==> src/rtl/regfile_wb_arbiter_pkg.sv <==
// Shared types and constants for the regfile write-back arbiter.
// XLEN falls back to 32 only when the project defines are not already loaded.
`ifndef XLEN
`define XLEN 32
`endif

package wb_pkg;

    localparam int XLEN = `XLEN;

    localparam logic [4:0] ZERO_REG = 5'd0;

    localparam int DEFAULT_DEPTH = 8;

    typedef struct packed {
        logic [4:0]      idx;
        logic [XLEN-1:0] data;
    } wb_entry_t;

    // Width needed to hold an occupancy of 0..depth inclusive.
    function automatic int count_width(input int depth);
        return $clog2(depth + 1);
    endfunction

    localparam int COUNT_W = count_width(DEFAULT_DEPTH);

endpackage

==> src/rtl/regfile_wb_arbiter_accept_sel.sv <==
// Fixed-priority grant of up to two nonzero-index sources per cycle.
// Zero-index results are always granted and dropped without using a lane.
module wb_accept_sel
    import wb_pkg::*;
#(
    parameter int N_SRC = 4,
    parameter int CNT_W = 4,
    localparam int SEL_W = (N_SRC > 1) ? $clog2(N_SRC) : 1
) (
    input  logic [N_SRC-1:0]      src_valid,
    input  logic [N_SRC-1:0][4:0] src_idx,
    input  logic [CNT_W-1:0]      free,
    output logic [N_SRC-1:0]      grant,
    output logic [SEL_W-1:0]      lane0_sel,
    output logic [SEL_W-1:0]      lane1_sel,
    output logic [1:0]            enq_cnt
);

    logic [1:0] limit_s;

    // Lane budget is min(2, free), taken from the registered occupancy only.
    always_comb begin
        if (free >= CNT_W'(2)) begin
            limit_s = 2'd2;
        end else begin
            limit_s = free[1:0];
        end
    end

    // Priority scan, source 0 first; lane0 always receives the older grant.
    always_comb begin
        grant     = '0;
        lane0_sel = '0;
        lane1_sel = '0;
        enq_cnt   = 2'd0;
        for (int i = 0; i < N_SRC; i++) begin
            if (src_valid[i]) begin
                if (src_idx[i] == ZERO_REG) begin
                    grant[i] = 1'b1;
                end else if (enq_cnt < limit_s) begin
                    grant[i] = 1'b1;
                    if (enq_cnt == 2'd0) begin
                        lane0_sel = SEL_W'(i);
                    end else begin
                        lane1_sel = SEL_W'(i);
                    end
                    enq_cnt = enq_cnt + 2'd1;
                end else begin
                    grant[i] = 1'b0;
                end
            end else begin
                grant[i] = 1'b0;
            end
        end
    end

endmodule

==> src/rtl/regfile_wb_arbiter.sv <==
// Write-side front end for the dual-write-port regfile: collects unit results
// into an in-order FIFO and drains up to two hazard-free entries per cycle.
module regfile_wb_arbiter
    import wb_pkg::*;
#(
    parameter int N_SRC = 4,
    parameter int DEPTH = DEFAULT_DEPTH,
    parameter int XLEN  = wb_pkg::XLEN,
    localparam int CNT_W = count_width(DEPTH),
    localparam int PTR_W = $clog2(DEPTH),
    localparam int SEL_W = (N_SRC > 1) ? $clog2(N_SRC) : 1
) (
    input  logic                     clk,
    input  logic                     reset,
    input  logic [N_SRC-1:0]         src_valid,
    input  logic [N_SRC-1:0][4:0]    src_idx,
    input  logic [N_SRC-1:0][XLEN-1:0] src_data,
    output logic [N_SRC-1:0]         src_ready,
    output logic                     wra_en,
    output logic [4:0]               wra_idx,
    output logic [XLEN-1:0]          wra_data,
    output logic                     wrb_en,
    output logic [4:0]               wrb_idx,
    output logic [XLEN-1:0]          wrb_data,
    output logic [CNT_W-1:0]         count,
    output logic                     empty,
    output logic                     full
);

    wb_entry_t          mem_r [DEPTH];
    logic [PTR_W-1:0]   head_r;
    logic [PTR_W-1:0]   tail_r;
    logic [CNT_W-1:0]   count_r;

    logic [CNT_W-1:0]   free_s;
    logic [N_SRC-1:0]   grant_s;
    logic [SEL_W-1:0]   lane0_sel_s;
    logic [SEL_W-1:0]   lane1_sel_s;
    logic [1:0]         sel_cnt_s;
    logic [1:0]         enq_s;
    logic [1:0]         drain_s;
    wb_entry_t          lane0_entry_s;
    wb_entry_t          lane1_entry_s;
    wb_entry_t          head_entry_s;
    wb_entry_t          next_entry_s;

    assign free_s = CNT_W'(DEPTH) - count_r;

    wb_accept_sel #(
        .N_SRC (N_SRC),
        .CNT_W (CNT_W)
    ) u_accept_sel (
        .src_valid (src_valid),
        .src_idx   (src_idx),
        .free      (free_s),
        .grant     (grant_s),
        .lane0_sel (lane0_sel_s),
        .lane1_sel (lane1_sel_s),
        .enq_cnt   (sel_cnt_s)
    );

    // Nothing is accepted while reset is held low.
    always_comb begin
        if (reset) begin
            src_ready = grant_s;
            enq_s     = sel_cnt_s;
        end else begin
            src_ready = '0;
            enq_s     = 2'd0;
        end
    end

    assign lane0_entry_s = '{idx: src_idx[lane0_sel_s], data: src_data[lane0_sel_s]};
    assign lane1_entry_s = '{idx: src_idx[lane1_sel_s], data: src_data[lane1_sel_s]};

    // Drain from the registered head; a same-index pair is split so the younger value lands last.
    always_comb begin
        head_entry_s = mem_r[head_r];
        next_entry_s = mem_r[head_r + PTR_W'(1)];
        wra_en   = 1'b0;
        wra_idx  = 5'd0;
        wra_data = '0;
        wrb_en   = 1'b0;
        wrb_idx  = 5'd0;
        wrb_data = '0;
        drain_s  = 2'd0;
        if (reset && (count_r != CNT_W'(0))) begin
            wra_en   = 1'b1;
            wra_idx  = head_entry_s.idx;
            wra_data = head_entry_s.data;
            drain_s  = 2'd1;
            if ((count_r >= CNT_W'(2)) && (next_entry_s.idx != head_entry_s.idx)) begin
                wrb_en   = 1'b1;
                wrb_idx  = next_entry_s.idx;
                wrb_data = next_entry_s.data;
                drain_s  = 2'd2;
            end else begin
                wrb_en   = 1'b0;
            end
        end else begin
            drain_s = 2'd0;
        end
    end

    // Entry storage; slots are written in acceptance order starting at tail.
    always_ff @(posedge clk) begin
        if (enq_s != 2'd0) begin
            mem_r[tail_r] <= lane0_entry_s;
        end
        if (enq_s == 2'd2) begin
            mem_r[tail_r + PTR_W'(1)] <= lane1_entry_s;
        end
    end

    // Pointer and occupancy update; reset discards everything buffered.
    always_ff @(posedge clk) begin
        if (!reset) begin
            head_r  <= '0;
            tail_r  <= '0;
            count_r <= '0;
        end else begin
            head_r  <= head_r + PTR_W'(drain_s);
            tail_r  <= tail_r + PTR_W'(enq_s);
            count_r <= count_r + CNT_W'(enq_s) - CNT_W'(drain_s);
        end
    end

    assign count = count_r;
    assign empty = (count_r == CNT_W'(0));
    assign full  = (count_r == CNT_W'(DEPTH));

endmodule
==> config.mk <==
export PLATFORM = sky130hd
export DESIGN_NAME = regfile_wb_arbiter
export DESIGN_NICKNAME = d
export VERILOG_FILES = /design/src/rtl/regfile_wb_arbiter_pkg.sv /design/src/rtl/regfile_wb_arbiter_accept_sel.sv /design/src/rtl/regfile_wb_arbiter.sv
export SDC_FILE = /design/constraint.sdc
export NUM_CORES = 1
export LEC_CHECK = 0
export BUFFER_PORTS_ARGS = -buffer_cell sky130_fd_sc_hd__clkbuf_2
export CAP_MARGIN = 20
export CORE_MARGIN = 2
export CORE_UTILIZATION = 33
export DETAILED_ROUTE_END_ITERATION = 8
export PLACE_DENSITY = 0.57
export SYNTH_ARGS = -nofsm -noshare
export SYNTH_HDL_FRONTEND = slang
export SYNTH_SLANG_ARGS = --single-unit
==> constraint.sdc <==
create_clock -name clk -period 8.7 [get_ports clk]
set_input_delay 1.74 -clock clk [delete_from_list [all_inputs] [get_ports clk]]
set_output_delay 1.74 -clock clk [all_outputs]
set_load 0.02 [all_outputs]
==> results.toml <==
[run_status]
status = "finished, final reports clean"

[yosys]
synthFlopType = "edfxtp_1"
yosys_register_bits = 306
synth_edf_count = 296
yosys.area.top_type = "edfxtp_1"
synth_common_cells = "mux2i_1 (449), edfxtp_1 (296), mux4_2 (148)"
syn_nets = 1697
synthCells = 1521
synth_warnings = 0
syn_area_sq_mm = 0.02087
avgSynthCellArea_sq_um = 13.72
synth-seq-area-share_pct = 43.56
synth_top_area_share_pct = 42.60
synth.most_common_cell = "mux2i_1"
ys_types = 56
synth-async-reset-ratio_pct = 0
synth.area.top_cells = "edfxtp_1 (43%), mux2i_1 (22%), mux4_2 (16%)"

[min_path]
holdPathEnd = "tail_r[0]"
min-delay-start = "tail_r[0]"
hold_depth = 2
hold_path.class = "register to register"

[setup_path]
crit_chain = "ha_4, mux4_2, mux2i_1, xnor2_1, nand3_1, nor3_1, a21oi_1, nand2_2, buf_4, a21oi_1, clkbuf_2"
cp_top_family = "multiplexers"
cp-start-kind = "register"
worstSetupPathType = "register to primary output"
cp.arrival_ps = 5780
crit_path_max_fanout = 42
regToRegSetupSlack_ps = 2260
worst_path_most_repeated_cell = "a21oi_1"
crit_start = "head_r[0]"
cp_slowest_cell = "dfxtp_4"
reg2reg_depth = 25
rr_startpoint = "count[0]"
crit_path_end_kind = "primary output"
path_buf_inv = 2
cpPeakStageDelay_ps = 810
timing.rr.end = "count[2]"
required_ps = 6960

[sta]
fin_worst_skew_ps = 23.56
setup_violations = 0
fin_crit_sh_pct = 86.40
finalHoldViolations = 0
tightest_slew_ps = 1071
fin_setup_tns_ps = 0
clock.fmax_mhz = 133.0
slew_violations = 0
slew_headroom_pct = 28.35
setup_slack_ps = 1183
rsz0062_at_grt = "no"
layout_min_cycle_time_ps = 7517

[route]
dr_wl_met2_mm = 32.19
highest-signal-layer = "met4"
route.vias.total = 14147
dr.pass1.iters = 5
drtAntennaViolNets = 0
drt_iter0_drc = 978
wirelength_mm = 63.73
vias_per_cell = 5.466
wl_met3_mm = 2.949
wl_met1_mm = 27.56
route.detailed.drc = 0
routedWlPerCell_um = 24.63

[clocking]
cts_buffers = 36
cts_tree = "done"
clk_pin_slew_worst_paths_ps = 60
cts_hold_buf = 0
clockRootBuffer = "clkbuf_16"
htree_levels = 2
cts_resized = 0
postCtsSetupRepairBufs = 0
clk_latency_ps = 550
cts_buffer_depth = 3
clock_sinks = 306

[layout]
n_antenna_cell = 0
fill_cells = 5917
area_growth_pct = 15.58
fin_nets = 1893
drive_above_1_share_pct = 31.23
multi_input_area_sq_mm = 0.01126
ff_latch_area_sq_mm = 0.009100

[floorplan]
die_area_sq_mm = 0.06526
die_width_um = 255.5
core_area_sq_mm = 0.06274
rows = 92
start_util_pct = 33.26
num_io_pins = 240
die_h_um = 255.5

[global_route]
track_usage_pct = 19.31
grt_antenna_before_repair = 1
grt_overflow = 0
grt_max_degree = 57
first_global_vias = 15028
grt_pass1_wl_mm = 95.75

[place]
place_ws_ps = 1198
io_buffers = 239
dp_hpwl_mm = 40.56
globalplace.congestion = 0.7744

[pwr]
p_leak_nw = 9.130
ir_drop_mv = 0.3421
power_density_mw_per_mm2 = 435.3

[flow_run]
max_cap_violations = 0
-- flip-flops by register name, summed over array words and instances (netlist names) --
| signal | flops |
|---|---|
| count | 4 |
| head_r | 3 |
| mem_r | 296 |
| tail_r | 3 |
-- cells in the final DEF, fill, tap and decap left out, types with 8 or more instances in the layout --
| cell | instances |
|---|---|
| clkbuf_1 | 8 |
| buf_4 | 32 |
| nor3_1 | 10 |
| ha_1 | 17 |
| edfxtp_1 | 296 |
| nand2_1 | 108 |
| o21ai_0 | 40 |
| nor2_1 | 90 |
| inv_1 | 20 |
| mux2i_1 | 449 |
| mux4_2 | 148 |
| clkinv_1 | 9 |
| and2_1 | 11 |
| clkbuf_16 | 37 |
| mux2i_2 | 8 |
| mux2i_4 | 30 |
| a21oi_1 | 71 |
| clkbuf_2 | 239 |
-- metrics by stage --
step	cell area, sq um	cells	hold WS, ps	util (%)	total power (W)
4_1_cts	24120	2588	771.5	38.44	0.01062
2_1_floorplan	20870	1521	682.0	-	0.007326
3_5_place_dp	23010	2525	758.0	36.68	0.009145
5_1_grt	24120	2588	849.4	38.44	0.01120
3_3_place_gp	23010	2525	745.6	36.68	0.009010
6_report	24120	2588	774.2	38.44	0.01050
-- metal layers --
metal	GRT usage, %	up-vias
met3	3.026	69
met1	25.35	7333
met2	33.67	367
li1	-	6378
met5	0	-
met4	4.142	0
-- cell families after synthesis --
group | after synthesis | synth area share, %
xor gates and xnor gates | 16 | 0.7076
muxes | 636 | 41.33
and+or+nand+nor | 260 | 5.517
adders and majority gates | 22 | 1.463
AOI/OAI and AO/OA | 142 | 3.922
buffers and inverters | 139 | 3.502
DFF | 306 | 43.56
-- cell type report --
type | instances | area share, %
Multi-Input combinational cell | 1076 | 46.67
Sequential cell | 306 | 37.73
Timing Repair Buffer | 275 | 6.288
Tap cell | 846 | 4.389
Clock buffer | 45 | 3.963
Clock inverter | 18 | 0.6173
Inverter | 22 | 0.3424
-- how the worst max path moves through the flow --
| stage | to | slack, ps | cells past startpoint |
|---|---|---|---|
| after floorplan | mem_r[1][0] | 220 | 16 |
| after global placement | count[2] | 1350 | 24 |
| after detailed placement | count[2] | 1200 | 24 |
| after CTS | wrb_data[0] | 1080 | 11 |
| after global routing | wrb_data[0] | 910 | 11 |
| final | wrb_data[0] | 1180 | 11 |
-- tightest hold or removal path, stage by stage, from the launching register on --
cell and delay, ps:
dfxtp_1 460, ha_1 170, and2_1 110
-- report_power, final --
part           switching [W]  internal [W]  total (W)
combinational        0.00374       0.00266    0.00640
sequential          0.000264       0.00238    0.00264
clock               0.000619      0.000839    0.00146
Note: power is estimated with default switching activity, not from simulation.
